[src/rtl/vc_read_arbiter.sv]
// Read-side arbiter for the VC0/VC1 transaction FIFOs: pops the head word of one
// VC per cycle (VC0 first) and pushes it, one cycle later, into the destination FIFO picked by its class field.
module vc_read_arbiter #(
  parameter int data_width = 6,
  parameter int dest_lsb   = 4,
  parameter int cnt_width  = 8
) (
  input  logic                  clk,
  input  logic                  reset,
  input  logic                  init,
  input  logic [data_width-1:0] vc0_data,
  input  logic                  vc0_empty,
  input  logic [data_width-1:0] vc1_data,
  input  logic                  vc1_empty,
  input  logic [3:0]            d_almost_full,
  input  logic [3:0]            d_full,
  output logic                  vc0_pop,
  output logic                  vc1_pop,
  output logic [3:0]            d_push,
  output logic [data_width-1:0] d_data,
  output logic                  idle,
  output logic                  active,
  output logic [cnt_width-1:0]  vc0_xfer_cnt,
  output logic [cnt_width-1:0]  vc1_xfer_cnt
);

  // Handshake: a source word transfers on the clk edge where ~vcX_empty & vcX_pop
  // (empty acts as inverted valid, pop as ready); destination k accepts whenever
  // it is neither full nor almost-full, and d_push is a one-cycle strobe with d_data.
  typedef enum logic [1:0] {
    st_init   = 2'd0,
    st_idle   = 2'd1,
    st_active = 2'd2
  } state_t;

  state_t state_q, state_d;

  logic [3:0] blk;
  logic [1:0] dest0, dest1;
  logic       run;
  logic       any_data;

  assign blk      = d_almost_full | d_full;
  assign dest0    = vc0_data[dest_lsb+1:dest_lsb];
  assign dest1    = vc1_data[dest_lsb+1:dest_lsb];
  assign any_data = ~vc0_empty | ~vc1_empty;
  assign run      = reset & init & (state_q != st_init);

  // VC1 only waits on VC0 when VC0 actually pops, so a blocked VC0 never stalls VC1.
  assign vc0_pop = run & ~vc0_empty & ~blk[dest0];
  assign vc1_pop = run & ~vc1_empty & ~blk[dest1] & ~vc0_pop;

  assign idle   = (state_q == st_idle);
  assign active = (state_q == st_active);

  always_ff @(posedge clk or negedge reset) begin
    if (!reset) state_q <= st_init;
    else        state_q <= state_d;
  end

  always_comb begin
    state_d = state_q;
    if (!init) begin
      state_d = st_init;
    end else begin
      case (state_q)
        st_init:   state_d = any_data ? st_active : st_idle;
        st_idle:   if (any_data) state_d = st_active;
        st_active: if (!any_data && !vc0_pop && !vc1_pop) state_d = st_idle;
        default:   state_d = st_init;
      endcase
    end
  end

  always_ff @(posedge clk or negedge reset) begin
    if (!reset) begin
      d_push       <= '0;
      d_data       <= '0;
      vc0_xfer_cnt <= '0;
      vc1_xfer_cnt <= '0;
    end else if (!init) begin
      d_push       <= '0;
      d_data       <= '0;
      vc0_xfer_cnt <= '0;
      vc1_xfer_cnt <= '0;
    end else if (vc0_pop) begin
      d_push       <= 4'b0001 << dest0;
      d_data       <= vc0_data;
      vc0_xfer_cnt <= vc0_xfer_cnt + cnt_width'(1);
    end else if (vc1_pop) begin
      d_push       <= 4'b0001 << dest1;
      d_data       <= vc1_data;
      vc1_xfer_cnt <= vc1_xfer_cnt + cnt_width'(1);
    end else begin
      d_push <= '0;
    end
  end

endmodule

[config.mk]
export PLATFORM = sky130hd
export DESIGN_NAME = vc_read_arbiter
export DESIGN_NICKNAME = d
export VERILOG_FILES = /design/src/rtl/vc_read_arbiter.sv
export SDC_FILE = /design/constraint.sdc
export NUM_CORES = 1
export LEC_CHECK = 0
export CELL_PAD_IN_SITES_DETAIL_PLACEMENT = 0
export CELL_PAD_IN_SITES_GLOBAL_PLACEMENT = 1
export CORE_MARGIN = 5
export CORE_UTILIZATION = 25
export CTS_BUF_LIST = sky130_fd_sc_hd__clkbuf_8
export DETAILED_ROUTE_END_ITERATION = 6
export GPL_ROUTABILITY_DRIVEN = 0
export GPL_TIMING_DRIVEN = 0
export PLACE_DENSITY = 0.69
export SETUP_SLACK_MARGIN = 0.02
export SYNTH_ARGS = -nofsm -noshare
export SYNTH_HDL_FRONTEND = slang
export SYNTH_SLANG_ARGS = --single-unit
[constraint.sdc]
create_clock -name clk -period 2.2 [get_ports clk]
set_clock_uncertainty 0.15 [all_clocks]
set_input_delay 0.33 -clock clk [delete_from_list [all_inputs] [get_ports clk]]
set_output_delay 0.33 -clock clk [all_outputs]
set_load 0.03 [all_outputs]
# [Word level (Yosys, flattened, before mapping)]
# Index checks and enable logic that the tools add are counted.
[totals] regBits=28 inputBits=25 output_inout_bits=30 elab_cells=62
[op_classes] add_sub_neg=2 order_cmp=2 eq_ne=8 n_shift=2 muxes=20 bitwise=14 n_reduce_logical=9
[ops] cell="$mux 8" n=5
[ops] cell="$mux 6" n=3
[ops] cell="$add 8x1->8 const B" n=2
[ops] cell="$mux 4" n=3
[ops] cell="$mux 2" n=4
[ops] cell="$shl 1x2->4 const A" n=2
[ops] cell="$and 1x1->1" n=7
[ops] cell="$lt 2x3->1 const B" n=2
[ops] cell="$ne 3x2->1 const B" n=2
[ops] cell="$pmux 2 s3" n=1
[ops] cell="$not 1->1" n=5
[ops] cell="$bmux 1 s2" n=2
[ops] cell="$ne 2x1->1 const B" n=2
[ops] cell="$or 4x4->4" n=1
[ops] cell="$reduce_and 2->1" n=2
[ops] cell="$logic_not 1->1" n=3
[ops] cell="$ne 3x1->1 const B" n=1
[ops] cell="$eq 2x1->1 const B" n=1
[ops] cell="$eq 2x2->1 const B" n=1
[ops] cell="$logic_and 1x1->1" n=2
[ops] cell="$logic_not 2->1" n=1
[ops] cell="$mux 1" n=2
[ops] cell="$ne 2x2->1 const B" n=1
[ops] cell="$reduce_bool 2->1" n=1
[ops] cell="$or 1x1->1" n=1

# [Depth between registers and ports, before layout]
[depth] ltp_word=12 mapped_depth=8 ltp_nobuf=6

# [Least setup slack after synthesis]
# OpenSTA, ideal clock, no wires.
[synth_timing] path_kind="input-to-output" from="in d_full[0]" to="out vc1_pop" arrival_time_ps=1678 required_ps=1720 setup_slack_ps=42 cell_stages=5 path_buffers=1 path_cell_list="or2_1 a21o_1 a211o_1 buf_2 nor2_1"
[synth_via] elab_chain_len=7 elab_cells_between_ends=11 cone_classes="mux: 4; bitwise: 7"
[synth_rtl] item="start, declared" line="16" source="input logic [3:0] d_full,"
[synth_rtl] item="$or 4x4->4 *" line="43" source="assign blk = d_almost_full | d_full;"
[synth_rtl] item="$bmux 1 s2" line="50" source="assign vc0_pop = run & ~vc0_empty & ~blk[dest0];"
[synth_rtl] item="$mux 1 (implied by the code)" line="50"
[synth_rtl] item="$not 1->1" line="50"
[synth_rtl] item="$and 1x1->1" line="50"
[synth_rtl] item="$not 1->1" line="51" source="assign vc1_pop = run & ~vc1_empty & ~blk[dest1] & ~vc0_pop;"
[synth_rtl] item="$and 1x1->1 *" line="51"
[synth_rtl] item="end, declared" line="18" source="output logic vc1_pop,"
# Every way passes the cells marked *; elsewhere a longest branch is shown, timed or not. The select of a mux whose other input is x is not followed.

# [Worst setup path after layout]
[layout_timing] from="in d_full[1]" to="out vc1_pop"
# Same word-level chain as after synthesis.

==> run metrics <==
outcome=finished, final reports clean; Clock Latency Late Sink=270 ps; Port Buf Inserts=53; Seq/Total Area, Yosys=0.461; end point of the worst hold path=d_push[0]; share of layout cells above drive strength 1=0.213; Pint=about 760 uW; Core Box Area=slightly below 6000 um2; routed vias/inst=4.78; Final Instance Count excl. Fillers=305; syn_area_per_cell=9.69 um2; hold path depth=2; Hold Path Origin=vc1_data[5]; DRT iter0 DRCs=57; Slowest cell on crit path=clkdlybuf4s50_1; Tightest Pin Transition=495 ps; combinational group share of total power=0.165; final worst path period need=2170 ps; worst-case reg-to-reg path depth=7; asr flop ratio synth=1.00; post-route ant nets=0; Max transition margin=0.670; Min Hold Slack=about 240 ps; WP data arrival=1690 ps; Nets=258; CTS H-tree lvls=1; DIE AREA=between 7000 and 8000 um2; Worst Hold Class=input pin to register; routed len/inst=roughly 15 um; crit path capture type=primary output; share of the synthesized area in the top cell type=0.461; Total Neg Setup Slack=0 ps; Net Count, Synth=184; Setup CP Type=input pin to primary output; pin count of the biggest net entering global routing=29; setup violators final=0; reg-to-reg endpoint=vc0_xfer_cnt[6]; WP data required=1720 ps; FF-to-FF Start=state_q[0]; Clock Pin Slew Worst Setup and Hold Paths=90 ps; area grow syn2layout=57.8%; Post-Syn Area=1520 um2; launch point of the worst path=d_full[1]; peak supply drop=0.216 mV; deepest clock path buffer count=2; GRT Total Usage=0.119; final design utilization=0.406; Slew Limit Fails=0; Yosys top cell by area=dfrtp_1; fillers=610; leakage=0.00104 uW; Synthesis Warnings=0; Via Count=1459; Startpoint Class=input pin; critical-path maximum fanout=3; Total Wirelength=about 4600 um; largest stage delay on the critical path=410 ps; worst setup margin=around 35 ps; hpwl dp=3210 um; Synth Register Bits=28; Synth Instances=between 150 and 200; reg2reg setup slack=100 ps; DRT Pass-1 Iters=4; Hold Fails Final Rpt=0; Top FF cell, synth=dfrtp_1; EDFF count, synth=0; CTS Sinks=28; row cnt=28; initial core utilization=0.257; Clock Power Share=0.315; power per cell area=422 nW/um2; RSZ-0062 raised after global routing=true; fmax=462 MHz; residual DRC count=0; CTS tree=built; TritonCTS buffer count=3; diodes inserted=0; clk root buf=clkbuf_8; sequential power share=0.520; vias in the first global route=roughly 1500; Most common cell on crit path=buf_6; I/O pin count=55; antenna violations before repair=0; CP Cell Sequence=clkdlybuf4s50_1 > nor2_2 > o21ai_0 > a211o_1 > buf_6 > nor2_4 > buf_6; synth top area cells=dfrtp_1 46%, mux2i_1 5.9%, a21oi_1 5.3%; GR Overflow Total=0; die height=88.0 um; sw frac=0.247; first-pass GRT wire length=7290 um; switching pwr=250 uW; DIE WIDTH=about 90 um; fin crit share=0.984; synth unique cells=40; DP Cell Count=roughly 290; Placement Setup Slack=-2180 ps; max-cap viol count=0
==> Yosys cell counts, types with 2 or more instances <==
cell type	n
buf_2	4
nor2_1	10
nor2b_1	2
o31ai_1	6
o21ai_0	13
mux2i_1	9
nand3_1	4
inv_1	3
a21oi_1	16
xor2_1	2
xnor2_1	2
nand2_1	13
ha_1	2
dfrtp_1	28
or4_1	6
and3_1	2
nand4_1	5
clkbuf_1	3
nand2b_1	4
and2_1	2
o211a_1	2
==> cell type report <==
cell class                      count  area [um2]  area share
Clock buffer                        4        55.1      0.0229
Tap cell                           75        93.8      0.0391
Timing Repair Buffer               69         667       0.278
Sequential cell                    28         701       0.292
Inverter                            3        11.3     0.00469
Buffer                              9        71.3      0.0297
Multi-Input combinational cell    117         802       0.334
==> power by group through the flow <==
stage | Combinational, uW | Clock, uW | Sequential (uW)
3_5_place_dp | 152 | 0 | 537
2_1_floorplan | 51.4 | 0 | 547
5_1_grt | 182 | 348 | 527
4_1_cts | 165 | 330 | 526
6_report | 167 | 319 | 526
3_3_place_gp | 151 | 0 | 537
==> per-layer routing <==
layer / up-vias / wire length (um) / global-route usage
met5: - / 0 / 0
met3: 2 / 258 / 0.0301
met2: 27 / 2230 / 0.199
met4: 0 / 20 / 0.0220
met1: 703 / 2080 / 0.158
li1: 727 / - / -
==> registers in the layout, summed over array words and instances (netlist names) <==
register,count
vc0_xfer_cnt,8
vc1_xfer_cnt,8
d_data,6
d_push,4
state_q,2
==> through the flow <==
step                total power [uW]  cell area [um2]
global route                    1060             2400
finish                          1010             2400
floorplan                        599             1520
global placement                 689             2150
CTS                             1020             2340
detailed placement               689             2150
==> how the worst max path moves through the flow <==
stage	end	slack (ps)	cells past startpoint
after floorplan	vc1_pop	40	5
after global placement	vc0_pop	-2180	8
after detailed placement	vc0_pop	-2180	8
after CTS	vc0_pop	-10	7
after global routing	vc0_pop	-80	8
final	vc1_pop	30	7
==> critical path, delay by kind of cell <==
family	cells	cell delay, ps
and+or+nand+nor	2	240
buffers and inverters	3	700
AOI/OAI and AO/OA	2	420
==> placed cells by master, fill, tap and decap left out, drive strengths merged, types with 7 or more instances in the layout <==
cell type      netlist  routed
dfrtp               28      28
clkdlybuf4s50        0      41
clkbuf               3       7
a21oi               16      16
buf                  6      27
o21ai               13      13
nand2               14      14
nor2                11      11
mux2i                9       9
==> cells by family after synthesis <==
group           synth area share
compound gates             0.196
simple gates               0.205
fa+ha+maj                 0.0164
flops                      0.461
mux                       0.0592
buf+inv                   0.0403
xor+xnor                  0.0230
==> repair_timing <==
item | 4_1_cts | 5_1_grt
pin swaps | 6 | 6
setup endpoints to repair | 28 | 13
buffers inserted | 10 | 4
gates resized for setup | 53 | 12
hold buffers | 2 | 0
hold endpoints to repair | 28 | 0
Power figures use the tool's default switching activity.
